--- config.mk ---
export PLATFORM = sky130hd
export DESIGN_NAME = uart_cmd_ctrl
export DESIGN_NICKNAME = d
export VERILOG_FILES = /design/src/rtl/uart_cmd_ctrl.sv
export SDC_FILE = /design/constraint.sdc
export NUM_CORES = 1
export LEC_CHECK = 0
export CELL_PAD_IN_SITES_DETAIL_PLACEMENT = 0
export CELL_PAD_IN_SITES_GLOBAL_PLACEMENT = 1
export CORE_MARGIN = 2
export CORE_UTILIZATION = 33
export DETAILED_ROUTE_END_ITERATION = 7
export PLACE_DENSITY_LB_ADDON = 0.12
export SETUP_SLACK_MARGIN = 0.05
export SYNTH_ARGS = -nofsm -noshare
export SYNTH_HDL_FRONTEND = slang
export SYNTH_SLANG_ARGS = --single-unit
--- constraint.sdc ---
create_clock -name CLK -period 2.6 [get_ports CLK]
set_clock_uncertainty 0.05 [all_clocks]
set_input_delay 0.52 -clock CLK [delete_from_list [all_inputs] [get_ports CLK]]
set_output_delay 0.52 -clock CLK [all_outputs]
set_load 0.02 [all_outputs]
--- src/rtl/uart_cmd_ctrl.sv ---
// ----------------------------------------------------------------------------
// uart_cmd_ctrl
//
// Purpose:
//   Decodes byte-oriented commands arriving from a UART receiver and turns
//   them into register-file accesses. A write is three bytes
//   (WR_CMD, address, data). A read is two bytes (RD_CMD, address); the read
//   data returned by the register file is handed to the UART transmitter.
//   Only one command is in flight at a time. Bytes that arrive while a read
//   response is pending, bytes flagged with an RX error, and unknown opcodes
//   are dropped and reported with a one-cycle CMD_ERR pulse.
//
// Ports:
//   CLK           in   clock, all logic on the rising edge
//   RST           in   synchronous active-high reset
//   RX_P_DATA     in   [7:0] received byte, qualified by RX_D_VLD
//   RX_D_VLD      in   one-cycle strobe: new RX byte
//   RX_ERR        in   parity/framing error for the current RX byte
//   TX_BUSY       in   UART transmitter busy
//   TX_P_DATA     out  [7:0] byte to transmit
//   TX_D_VLD      out  transmit request, held until TX_BUSY rises
//   WrEn          out  register-file write strobe
//   RdEn          out  register-file read strobe
//   Address       out  [ADDR_WIDTH-1:0] register-file address
//   WrData        out  [7:0] register-file write data
//   RdData        in   [7:0] register-file read data
//   RdData_Valid  in   one-cycle strobe: RdData valid
//   CMD_ERR       out  one-cycle pulse per dropped/invalid byte
//
// State   | meaning
// --------+------------------------------------------------------------
// IDLE    | waiting for an opcode byte
// WR_ADDR | write opcode seen, waiting for the address byte
// WR_DATA | write address latched, waiting for the data byte
// RD_ADDR | read opcode seen, waiting for the address byte
// RD_WAIT | read strobe issued, waiting for RdData_Valid
// TX_REQ  | response byte offered, waiting for a fresh TX_BUSY rise
// TX_WAIT | transmitter accepted the byte, waiting for TX_BUSY to fall
// ----------------------------------------------------------------------------
module uart_cmd_ctrl #(
    parameter int         ADDR_WIDTH = 4,
    parameter logic [7:0] WR_CMD     = 8'hAA,
    parameter logic [7:0] RD_CMD     = 8'hBB
) (
    input  logic                  CLK,
    input  logic                  RST,
    input  logic [7:0]            RX_P_DATA,
    input  logic                  RX_D_VLD,
    input  logic                  RX_ERR,
    input  logic                  TX_BUSY,
    output logic [7:0]            TX_P_DATA,
    output logic                  TX_D_VLD,
    output logic                  WrEn,
    output logic                  RdEn,
    output logic [ADDR_WIDTH-1:0] Address,
    output logic [7:0]            WrData,
    input  logic [7:0]            RdData,
    input  logic                  RdData_Valid,
    output logic                  CMD_ERR
);

    localparam logic [2:0] S_IDLE    = 3'd0;
    localparam logic [2:0] S_WR_ADDR = 3'd1;
    localparam logic [2:0] S_WR_DATA = 3'd2;
    localparam logic [2:0] S_RD_ADDR = 3'd3;
    localparam logic [2:0] S_RD_WAIT = 3'd4;
    localparam logic [2:0] S_TX_REQ  = 3'd5;
    localparam logic [2:0] S_TX_WAIT = 3'd6;

    logic [2:0]            r_state;
    logic [7:0]            r_tx_data;
    logic                  r_tx_vld;
    logic                  r_wr_en;
    logic                  r_rd_en;
    logic [ADDR_WIDTH-1:0] r_addr;
    logic [7:0]            r_wr_data;
    logic                  r_cmd_err;
    logic                  r_busy_prev;

    logic                  w_rx_good;
    logic                  w_rx_bad;
    logic                  w_busy_rise;

    assign w_rx_good   = RX_D_VLD & ~RX_ERR;
    assign w_rx_bad    = RX_D_VLD &  RX_ERR;
    // A rise is only counted when the previous sample was low, so a frame
    // still in progress when TX_REQ is entered cannot be mistaken for
    // acceptance of the new byte.
    assign w_busy_rise = TX_BUSY & ~r_busy_prev;

    always_ff @(posedge CLK) begin
        if (RST) begin
            r_state     <= S_IDLE;
            r_tx_data   <= 8'h00;
            r_tx_vld    <= 1'b0;
            r_wr_en     <= 1'b0;
            r_rd_en     <= 1'b0;
            r_addr      <= '0;
            r_wr_data   <= 8'h00;
            r_cmd_err   <= 1'b0;
            r_busy_prev <= 1'b0;
        end else begin
            r_busy_prev <= TX_BUSY;
            r_wr_en     <= 1'b0;
            r_rd_en     <= 1'b0;
            r_cmd_err   <= 1'b0;

            case (r_state)
                S_IDLE: begin
                    if (w_rx_bad) begin
                        r_cmd_err <= 1'b1;
                    end else if (w_rx_good) begin
                        if (RX_P_DATA == WR_CMD) begin
                            r_state <= S_WR_ADDR;
                        end else if (RX_P_DATA == RD_CMD) begin
                            r_state <= S_RD_ADDR;
                        end else begin
                            r_cmd_err <= 1'b1;
                        end
                    end
                end

                S_WR_ADDR: begin
                    if (w_rx_bad) begin
                        r_cmd_err <= 1'b1;
                        r_state   <= S_IDLE;
                    end else if (w_rx_good) begin
                        r_addr  <= RX_P_DATA[ADDR_WIDTH-1:0];
                        r_state <= S_WR_DATA;
                    end
                end

                S_WR_DATA: begin
                    if (w_rx_bad) begin
                        r_cmd_err <= 1'b1;
                        r_state   <= S_IDLE;
                    end else if (w_rx_good) begin
                        r_wr_data <= RX_P_DATA;
                        r_wr_en   <= 1'b1;
                        r_state   <= S_IDLE;
                    end
                end

                S_RD_ADDR: begin
                    if (w_rx_bad) begin
                        r_cmd_err <= 1'b1;
                        r_state   <= S_IDLE;
                    end else if (w_rx_good) begin
                        r_addr  <= RX_P_DATA[ADDR_WIDTH-1:0];
                        r_rd_en <= 1'b1;
                        r_state <= S_RD_WAIT;
                    end
                end

                S_RD_WAIT: begin
                    // Any RX byte here is dropped, even in the same cycle as
                    // the read data; the read response still proceeds.
                    if (RX_D_VLD) begin
                        r_cmd_err <= 1'b1;
                    end
                    if (RdData_Valid) begin
                        r_tx_data <= RdData;
                        r_tx_vld  <= 1'b1;
                        r_state   <= S_TX_REQ;
                    end
                end

                S_TX_REQ: begin
                    if (RX_D_VLD) begin
                        r_cmd_err <= 1'b1;
                    end
                    if (w_busy_rise) begin
                        r_tx_vld <= 1'b0;
                        r_state  <= S_TX_WAIT;
                    end
                end

                S_TX_WAIT: begin
                    if (RX_D_VLD) begin
                        r_cmd_err <= 1'b1;
                    end
                    if (!TX_BUSY) begin
                        r_state <= S_IDLE;
                    end
                end

                default: begin
                    r_tx_vld <= 1'b0;
                    r_state  <= S_IDLE;
                end
            endcase
        end
    end

    assign TX_P_DATA = r_tx_data;
    assign TX_D_VLD  = r_tx_vld;
    assign WrEn      = r_wr_en;
    assign RdEn      = r_rd_en;
    assign Address   = r_addr;
    assign WrData    = r_wr_data;
    assign CMD_ERR   = r_cmd_err;

endmodule

## Word-level counts from Yosys, hierarchy flattened

Index checks and enable logic that the tools add are counted.

| storage, ports and cells | value |
|---|---|
| flip-flop bits (word level) | 28 |
| bits in latches | 0 |
| RAM bits | 0 |
| memory bits (read-only) | 0 |
| input bits | 22 |
| output and inout bits | 24 |
| word-level logic and storage cells | 73 |
| memories | 0 |

| operators by class | value |
|---|---|
| add/subtract/negate cells | 0 |
| $mul | 0 |
| divide/modulo/power cells | 0 |
| $lt $le $gt $ge | 0 |
| equality and inequality tests | 17 |
| shift operators | 0 |
| multiplexer cells | 26 |
| bitwise logic cells | 9 |
| reductions and logical operators | 12 |

Operator list:

| operator | number |
|---|---|
| 2-to-1 mux 3 bit | 13 |
| case mux 3 bit (7 select lines) | 1 |
| equality test 8 bit (second input constant) | 2 |
| inequality test 3 bit (second input constant) | 4 |
| 2-to-1 mux 1 bit | 10 |
| inequality test 2 bit (second input constant) | 5 |
| equality test 3 bit (second input constant) | 3 |
| AND reduction 3 bit | 3 |
| AND reduction 9 bit | 1 |
| equality test 3 x 2 -> 1 bit (second input constant) | 2 |
| inverter 1 bit | 6 |
| case mux 1 bit (3 select lines) | 2 |
| OR reduction 2 bit | 3 |
| OR reduction 3 bit | 2 |
| OR reduction 5 bit | 1 |
| bitwise AND 1 bit | 3 |
| equality test 3 x 1 -> 1 bit (second input constant) | 1 |
| zero test 3 bit | 1 |
| AND reduction 2 bit | 1 |

## Logic depth before layout (Yosys ltp)

Gate-level depths: netlist of run 1.

| logic depth | value |
|---|---|
| word-level depth | 6 |
| depth in mapped cells | 6 |

## Worst setup path after synthesis of run 1

OpenSTA, ideal clock, no wires.

| timing | value |
|---|---|
| kind | input -> register |
| start point | input port RX_D_VLD |
| end point | register r_wr_data[5] (netlist: WrData[5]) |
| data arrival time | 1.417 ns |
| required time | 2.422 ns |
| path slack | 1.006 ns |
| stages on the path | 5 |
| cells stage by stage | inv_1 or4_1 buf_4 mux2i_1 nor2_1 |

| on the way | value |
|---|---|
| cells in the longest elaborated chain, start to end | 3 |

Ends and longest elaborated chain:

| what | line | text |
|---|---|---|
| start, declared | 48 | `input logic RX_D_VLD,` |
| bitwise AND 1 bit | 85 | `assign w_rx_bad = RX_D_VLD & RX_ERR;` |
| inverter 1 bit (no source line) | n/a |  |
| AND reduction 3 bit (no source line) * | n/a |  |
| end signal, assigned | 99 | `r_wr_data <= 8'h00;` |
| end signal, assigned | 138 | `r_wr_data <= RX_P_DATA;` |
| end, declared | 76 | `logic [7:0] r_wr_data;` |

Every way passes the cells marked *; elsewhere a longest branch is shown, timed or not.
A chain may end at the register's enable or synchronous reset.

## Final worst setup path of run 1

| timing | value |
|---|---|
| start point | input port RX_D_VLD |
| end point | register r_wr_data[4] (netlist: WrData[4]) |

The elaborated chain is that of the path after synthesis.

==> impl_metrics.json, run 1 <==
{
  "synth_xor_xnor_area_share": 0.00760,
  "async_reset_ff_frac": 0,
  "grt_pass1_vias": 1049,
  "startpoint_type": "primary input",
  "ctsHoldBuffers": 0,
  "rsz0062_at_grt": "false",
  "root_buffer": "clkbuf_4",
  "ys_seq_elements": 28,
  "hold_path_depth": 2,
  "remaining_drc_errors": 0,
  "ant_nets": 0,
  "clk_latency_ns": 0.32,
  "yosysSeqAreaShare": 0.486,
  "ys_types": 34,
  "nets": 184,
  "fin_crit_ns": 2.06,
  "clock.fmax_ghz": 0.486,
  "wirelength_microns": 2620,
  "die-area_sq_mm": 0.00398,
  "syn_nets": 141,
  "worstPathRequired_ns": 2.77,
  "viasPerCell": 4.76,
  "irDropWorstVdd_uv": 227,
  "synth_top_family_by_area": "simple AND/OR/NAND/NOR gates",
  "cts.htree.levels": 1,
  "wl_per_cell_microns": 12.7,
  "gp_congestion": 0.851,
  "critPathKind": "in2reg",
  "cts_sinks": 28,
  "cts_buffers": 3,
  "postCtsSetupBuffers": 0,
  "slew_headroom": 0.682,
  "finalHoldViolCount": 0,
  "cp.arrival_ns": 2.22,
  "p_leak_nw": 0.645,
  "hold_class": "reg2reg",
  "place_hpwl_microns": 1920,
  "synth_edf_count": 0,
  "reg2reg_slack_ns": 0.77,
  "drtIter0Drc": 55,
  "maxCapViolCount": 0,
  "worstMarginPinSlew_ns": 0.477,
  "fillers": 338,
  "ctsResizeCount": 0,
  "die_w_microns": 63.1,
  "hold_end": "Address[0]",
  "grt_max_degree": 29,
  "r2r_end": "WrData[4]",
  "synthToLayoutAreaGrowth_pct": 44.0,
  "yosysWarnings": 0,
  "grt_use_total": 0.139,
  "synth_area_sq_mm": 0.00115,
  "cts_tree": "done",
  "r2r_cells": 4,
  "status": "completed",
  "syn_inst": 119,
  "drtPass1Iterations": 4,
  "start_util": 0.345,
  "critPathLaunch": "RX_D_VLD",
  "ios": 46,
  "setup-tns-final_ns": 0,
  "synthFlopType": "dfxtp_1",
  "hold_path.startpoint": "Address[0]",
  "r2r_start": "r_state[1]",
  "critical_path.max_fanout": 9,
  "setup_viol": 0,
  "final_layout_size_suffix_gt1_frac": 0.0373,
  "synthSimpleGateAreaFrac": 0.177,
  "rows": 21,
  "drv_slew": 0,
  "power.density_mw_per_mm2": 446,
  "finalCritPeriodShare": 0.791,
  "antenna_found_initial": 0,
  "core_sq_mm": 0.00334,
  "cts_buffer_depth": 2,
  "p_total_w": 0.000741,
  "grt_pass1_wl_microns": 4490,
  "synthAdderAreaFrac": 0,
  "synth.area.mux_share": 0.174,
  "num_vias": 986,
  "cp-end-kind": "register",
  "die_h_microns": 63.1,
  "syn_avg_cell_area_sq_um": 9.68,
  "path_clk_slew_ns": 0.14,
  "synth_compound_area_frac": 0.103,
  "overflow": 0,
  "num_antenna_cells": 0,
  "portBuffers": 45
}
==> logic make-up after synthesis <==
group,count (synthesis)
flip-flops,28
multiplexers,20
XOR/XNOR,1
AND/OR/NAND/NOR,42
buffers and inverters,12
AO/OA/AOI/OAI,16
==> worst max-delay path, cell delays in order <==
cell and delay, ns:
clkdlybuf4s50_1 0.54, inv_1 0.11, or4_1 0.76, mux2i_1 0.24, nor2_1 0.06
==> how the worst max path moves through the flow <==
stage | end | slack (ns) | cells after the start
after floorplan | WrData[5] | 1.01 | 5
after global placement | WrData[0] | 0.27 | 5
after global routing | WrData[3] | 0.52 | 5
after CTS | WrData[4] | 0.57 | 5
after detailed placement | WrData[4] | 0.22 | 5
final | WrData[4] | 0.54 | 5
==> metal layers <==
metal / track usage / share of wire / vias to the layer above
met5: 0 / 0 / -
met4: 0.0556 / 0.0073 / 0
met3: 0.0321 / 0.051 / 2
met2: 0.229 / 0.48 / 22
met1: 0.176 / 0.47 / 466
li1: - / - / 496
==> stage by stage <==
stage	instance area [sq um]	utilization	hold WS, ns	cells	setup WS [ns]
3_5_place_dp	1620	0.486	0.436	203	0.216
6_report	1660	0.497	0.460	207	0.543
4_1_cts	1660	0.497	0.470	207	0.570
3_3_place_gp	1620	0.486	0.424	203	0.274
2_1_floorplan	1150	-	0.472	119	1.01
5_1_grt	1660	0.497	0.502	207	0.519
==> flip-flops by register name (all words and copies together), names as in the netlist <==
register     flops
Address          4
TX_P_DATA        8
WrData           8
r_state          3
TX_D_VLD         1
CMD_ERR          1
r_busy_prev      1
RdEn             1
WrEn             1
==> placed cells by master (no fill, tap or decap), types with 2 or more instances in the layout <==
master / count
nand2_1: 2
nand3_1: 2
nor2b_1: 4
clkbuf_4: 3
o21ai_0: 2
inv_1: 4
clkdlybuf4s50_1: 45
dfxtp_1: 28
a21oi_1: 2
a31oi_1: 3
nor2_1: 24
mux2i_1: 20
==> where the power goes <==
| group | leakage [nW] | switching [W] | internal, W | total, W |
|---|---|---|---|---|
| logic | 0.398 | 0.0000388 | 0.0000516 | 0.0000904 |
| registers | 0.226 | 0.00000750 | 0.000436 | 0.000443 |
| clock network | 0.0210 | 0.000121 | 0.0000855 | 0.000207 |
| total | 0.645 | 0.000168 | 0.000573 | 0.000741 |
==> synthesized netlist by cell type (2+ instances only) <==
cell	n	area [sq um]
dfxtp_1	28	561
nor2_1	24	90.1
mux2i_1	20	200
inv_1	4	15.0
nor2b_1	4	25.0
a31oi_1	3	18.8
buf_2	3	15.0
clkbuf_1	3	11.3
a21oi_1	2	10.0
nand2_1	2	7.51
nand3_1	2	10.0
o21ai_0	2	10.0
==> layout make-up <==
cell class / count / area [sq um] / area share
clock buffers: 4 / 36.3 / 0.0219
inverters: 4 / 15.0 / 0.00905
multi-input cells: 79 / 532 / 0.321
flip-flops and latches: 28 / 561 / 0.338
well taps: 46 / 57.6 / 0.0347
repair buffers: 46 / 458 / 0.276
Note: power is estimated with default switching activity, not from simulation.
==> inputs of run 2 (changes only) <==
CORE_UTILIZATION = 31   (was 33)
clock period = 1.95 ns   (was 2.6 ns; I/O delays follow)
==> impl_metrics.json, run 2 (synthesis gave the netlist of run 1 again) <==
{
  "status": "completed",
  "layoutNonFillerInstCount": 218,
  "portBuffers": 45,
  "p_leak_nw": 0.698,
  "ctsResizeCount": 0,
  "cts_tree": "done",
  "irDropWorstVdd_uv": 245,
  "die-area_sq_mm": 0.00422,
  "place_inst": 214,
  "rsz0062_at_grt": "false",
  "wirelength_microns": 2760,
  "place_hpwl_microns": 2080,
  "final_cell_mix": "clkdlybuf4s50_1 (45), dfxtp_1 (28), nor2_1 (24)",
  "cp-end-kind": "register",
  "rows": 22,
  "maxCapViolCount": 0,
  "drv_slew": 0,
  "overflow": 0,
  "ios": 46,
  "drtPass1Iterations": 4,
  "remaining_drc_errors": 0,
  "critical_path.max_fanout": 9,
  "grt_pass1_wl_microns": 4850,
  "grt_max_degree": 16,
  "final_layout_size_suffix_gt1_frac": 0.0882,
  "nets": 193,
  "cts_buffers": 3,
  "drtIter0Drc": 48,
  "cp.arrival_ns": 1.86,
  "finalCritPeriodShare": 0.892,
  "clock.fmax_ghz": 0.575,
  "grt_pass1_vias": 1028,
  "ctsHoldBuffers": 0,
  "core_sq_mm": 0.00361,
  "viasPerCell": 4.67,
  "worstMarginPinSlew_ns": 0.480,
  "finalHoldViolCount": 0,
  "clk_latency_ns": 0.27,
  "worstPathRequired_ns": 2.07,
  "slew_headroom": 0.676,
  "gp_congestion": 0.867,
  "wl_per_cell_microns": 12.7,
  "setup_viol": 0,
  "synthToLayoutAreaGrowth_pct": 51.7,
  "fin_crit_ns": 1.74,
  "die_w_microns": 65.0,
  "die_h_microns": 65.0,
  "ant_nets": 0,
  "num_antenna_cells": 0,
  "postCtsSetupBuffers": 0,
  "antenna_found_initial": 0,
  "cts.htree.levels": 1,
  "hold_class": "reg2reg",
  "final_core_util": 0.485,
  "root_buffer": "clkbuf_8",
  "power.density_mw_per_mm2": 618,
  "startpoint_type": "primary input",
  "path_clk_slew_ns": 0.09,
  "num_vias": 1018,
  "start_util": 0.320,
  "p_total_w": 0.00108,
  "layout_commonest_cell": "clkdlybuf4s50_1",
  "grt_use_total": 0.147,
  "critPathKind": "in2reg",
  "cts_buffer_depth": 2,
  "cts_sinks": 28
}
==> run 2: layout make-up <==
type	instances	area, sq um
repair buffers	55	526
multi-input cells	79	532
flip-flops and latches	28	561
well taps	48	60.1
inverters	4	15.0
fillers	339	1860
clock buffers	4	55.1
==> run 2: path summary, 6_finish.rpt <==
check | from | endpoint | slack (ns) | cells after the start
worst min-delay path | Address[0] | Address[0] | 0.45 | 2
worst max register to register | r_state[1] | WrData[3] | 0.26 | 5
worst min register to register | Address[0] | Address[0] | 0.45 | 2
worst max-delay path | RX_D_VLD | WrData[3] | 0.21 | 6
==> run 2: worst max-delay path: stages <==
cell and delay, ns:
clkdlybuf4s50_1 0.48, inv_1 0.07, or4_1 0.51, buf_4 0.20, mux2i_1 0.16, nor2_1 0.05
==> run 2: layer usage <==
metal / vias to the layer above / global-route usage / wire [microns] / share of wire
met2: 35 / 0.236 / 1270 / 0.46
met4: 0 / 0.0559 / 20 / 0.0072
met5: - / 0 / 0 / 0
li1: 514 / - / - / -
met3: 2 / 0.0330 / 179 / 0.065
met1: 467 / 0.190 / 1300 / 0.47
==> run 2: power breakdown <==
part	internal [W]	total (W)	switching (W)	leakage [nW]
clock network	0.000181	0.000357	0.000176	0.0288
registers	0.000580	0.000587	0.00000715	0.226
logic	0.0000780	0.000136	0.0000582	0.444
total	0.000839	0.00108	0.000241	0.698
==> run 2: per-stage QoR <==
stage	setup slack (ns)	TNS (ns)	hold WS [ns]	instance area [sq um]
after floorplan	0.408	0	0.469	1150
after global placement	-0.0658	-0.445	0.421	1690
after detailed placement	-0.0558	-0.404	0.433	1690
after CTS	0.225	0	0.456	1750
after global routing	0.134	0	0.483	1750
final	0.211	0	0.452	1750
==> inputs of run 3 (changes only) <==
PLACE_DENSITY = 0.89   (was not set)
PLACE_DENSITY_LB_ADDON = not set   (was 0.12)
==> impl_metrics.json, run 3 (synthesis gave the netlist of run 1 again) <==
{
  "status": "completed",
  "gp_congestion": 0.871,
  "drtIter0Drc": 58,
  "path_clk_slew_ns": 0.09,
  "slew_headroom": 0.767,
  "critPathKind": "in2reg",
  "ios": 46,
  "die_h_microns": 65.0,
  "r2r_end": "WrData[2]",
  "ant_nets": 0,
  "rows": 22,
  "ctsHoldBuffers": 0,
  "die-area_sq_mm": 0.00422,
  "antenna_found_initial": 0,
  "critical_path.max_fanout": 9,
  "root_buffer": "clkbuf_8",
  "cts_buffers": 3,
  "irDropWorstVdd_uv": 299,
  "clock.fmax_ghz": 0.567,
  "cts_buffer_depth": 2,
  "cp-end-kind": "register",
  "hold_class": "reg2reg",
  "hold_end": "TX_P_DATA[5]",
  "viasPerCell": 4.79,
  "grt_pass1_vias": 1039,
  "worstMarginPinSlew_ns": 0.349,
  "stdcell_area_sq_mm": 0.00174,
  "r2r_start": "r_state[0]",
  "synthToLayoutAreaGrowth_pct": 51.0,
  "p_leak_nw": 0.693,
  "grt_max_degree": 19,
  "grt_use_total": 0.151,
  "ctsResizeCount": 0,
  "drtPass1Iterations": 4,
  "grt_pass1_wl_microns": 4860,
  "rsz0062_at_grt": "false",
  "cts.htree.levels": 1,
  "die_w_microns": 65.0,
  "num_vias": 1040,
  "worstPathRequired_ns": 2.06,
  "place_inst": 213,
  "placed_area_sq_mm": 0.00169,
  "final_cell_mix": "clkdlybuf4s50_1 (45), dfxtp_1 (28), nor2_1 (24)",
  "finalCritPeriodShare": 0.905,
  "cts_tree": "done",
  "wl_per_cell_microns": 13.4,
  "power.density_mw_per_mm2": 615,
  "finalHoldViolCount": 0,
  "maxCapViolCount": 0,
  "remaining_drc_errors": 0,
  "place_hpwl_microns": 2200,
  "start_util": 0.320,
  "postCtsSetupBuffers": 0,
  "hold_path.startpoint": "TX_P_DATA[5]",
  "cts_sinks": 28,
  "startpoint_type": "primary input",
  "finalHoldWorstSlack_ns": 0.449,
  "drv_slew": 0,
  "setup_viol": 0,
  "r2r_cells": 5,
  "clk_latency_ns": 0.27,
  "nets": 192,
  "layout_commonest_cell": "clkdlybuf4s50_1",
  "wirelength_microns": 2920,
  "num_antenna_cells": 0,
  "final_layout_size_suffix_gt1_frac": 0.0828,
  "cp.arrival_ns": 1.87,
  "hold_path_depth": 2,
  "fin_crit_ns": 1.76,
  "setup-tns-final_ns": 0,
  "overflow": 0,
  "core_sq_mm": 0.00361,
  "reg2reg_slack_ns": 0.26,
  "layoutNonFillerInstCount": 217,
  "portBuffers": 45
}
-- run 3: final cells by class --
type                    instances  area [sq um]
clock buffers                   4          55.1
fillers                       359          1870
inverters                       4          15.0
multi-input cells              79           532
flip-flops and latches         28           561
well taps                      48          60.1
repair buffers                 54           518
-- run 3: critical path, stage by stage --
cell             delay (ns)
clkdlybuf4s50_1        0.49
inv_1                  0.06
or4_1                  0.50
buf_4                  0.20
mux2i_1                0.17
nor2_1                 0.06
-- run 3: worst max path at each step --
stage	startpoint	endpoint	slack, ns	depth (start not counted)
after detailed placement	RX_D_VLD	WrData[2]	-0.09	6
after CTS	RX_D_VLD	WrData[2]	0.18	6
after global placement	RX_D_VLD	WrData[2]	-0.04	6
after floorplan	r_state[2]	WrData[5]	0.41	6
after global routing	RX_D_VLD	WrData[2]	0.13	6
final	RX_D_VLD	WrData[2]	0.19	6
-- run 3: stage by stage --
stage / power (W) / worst slack [ns] / utilization
global placement: 0.000731 / -0.0435 / 0.467
global route: 0.00113 / 0.130 / 0.483
detailed placement: 0.000732 / -0.0922 / 0.467
finish: 0.00107 / 0.185 / 0.483
floorplan: 0.000656 / 0.408 / -
CTS: 0.00108 / 0.176 / 0.483
-- run 3: per-layer routing --
layer | global-route usage | vias to the layer above | part of all wire
li1 | - | 516 | -
met1 | 0.177 | 497 | 0.43
met2 | 0.262 | 25 | 0.52
met3 | 0.0417 | 2 | 0.045
met4 | 0.0532 | 0 | 0.0024
met5 | 0 | - | 0
-- run 3: power breakdown --
| part | internal (W) | switching, W | leakage, nW |
|---|---|---|---|
| sequential | 0.000580 | 0.00000983 | 0.226 |
| clock | 0.000180 | 0.000170 | 0.0288 |
| combinational | 0.0000755 | 0.0000552 | 0.438 |
| total | 0.000836 | 0.000236 | 0.693 |
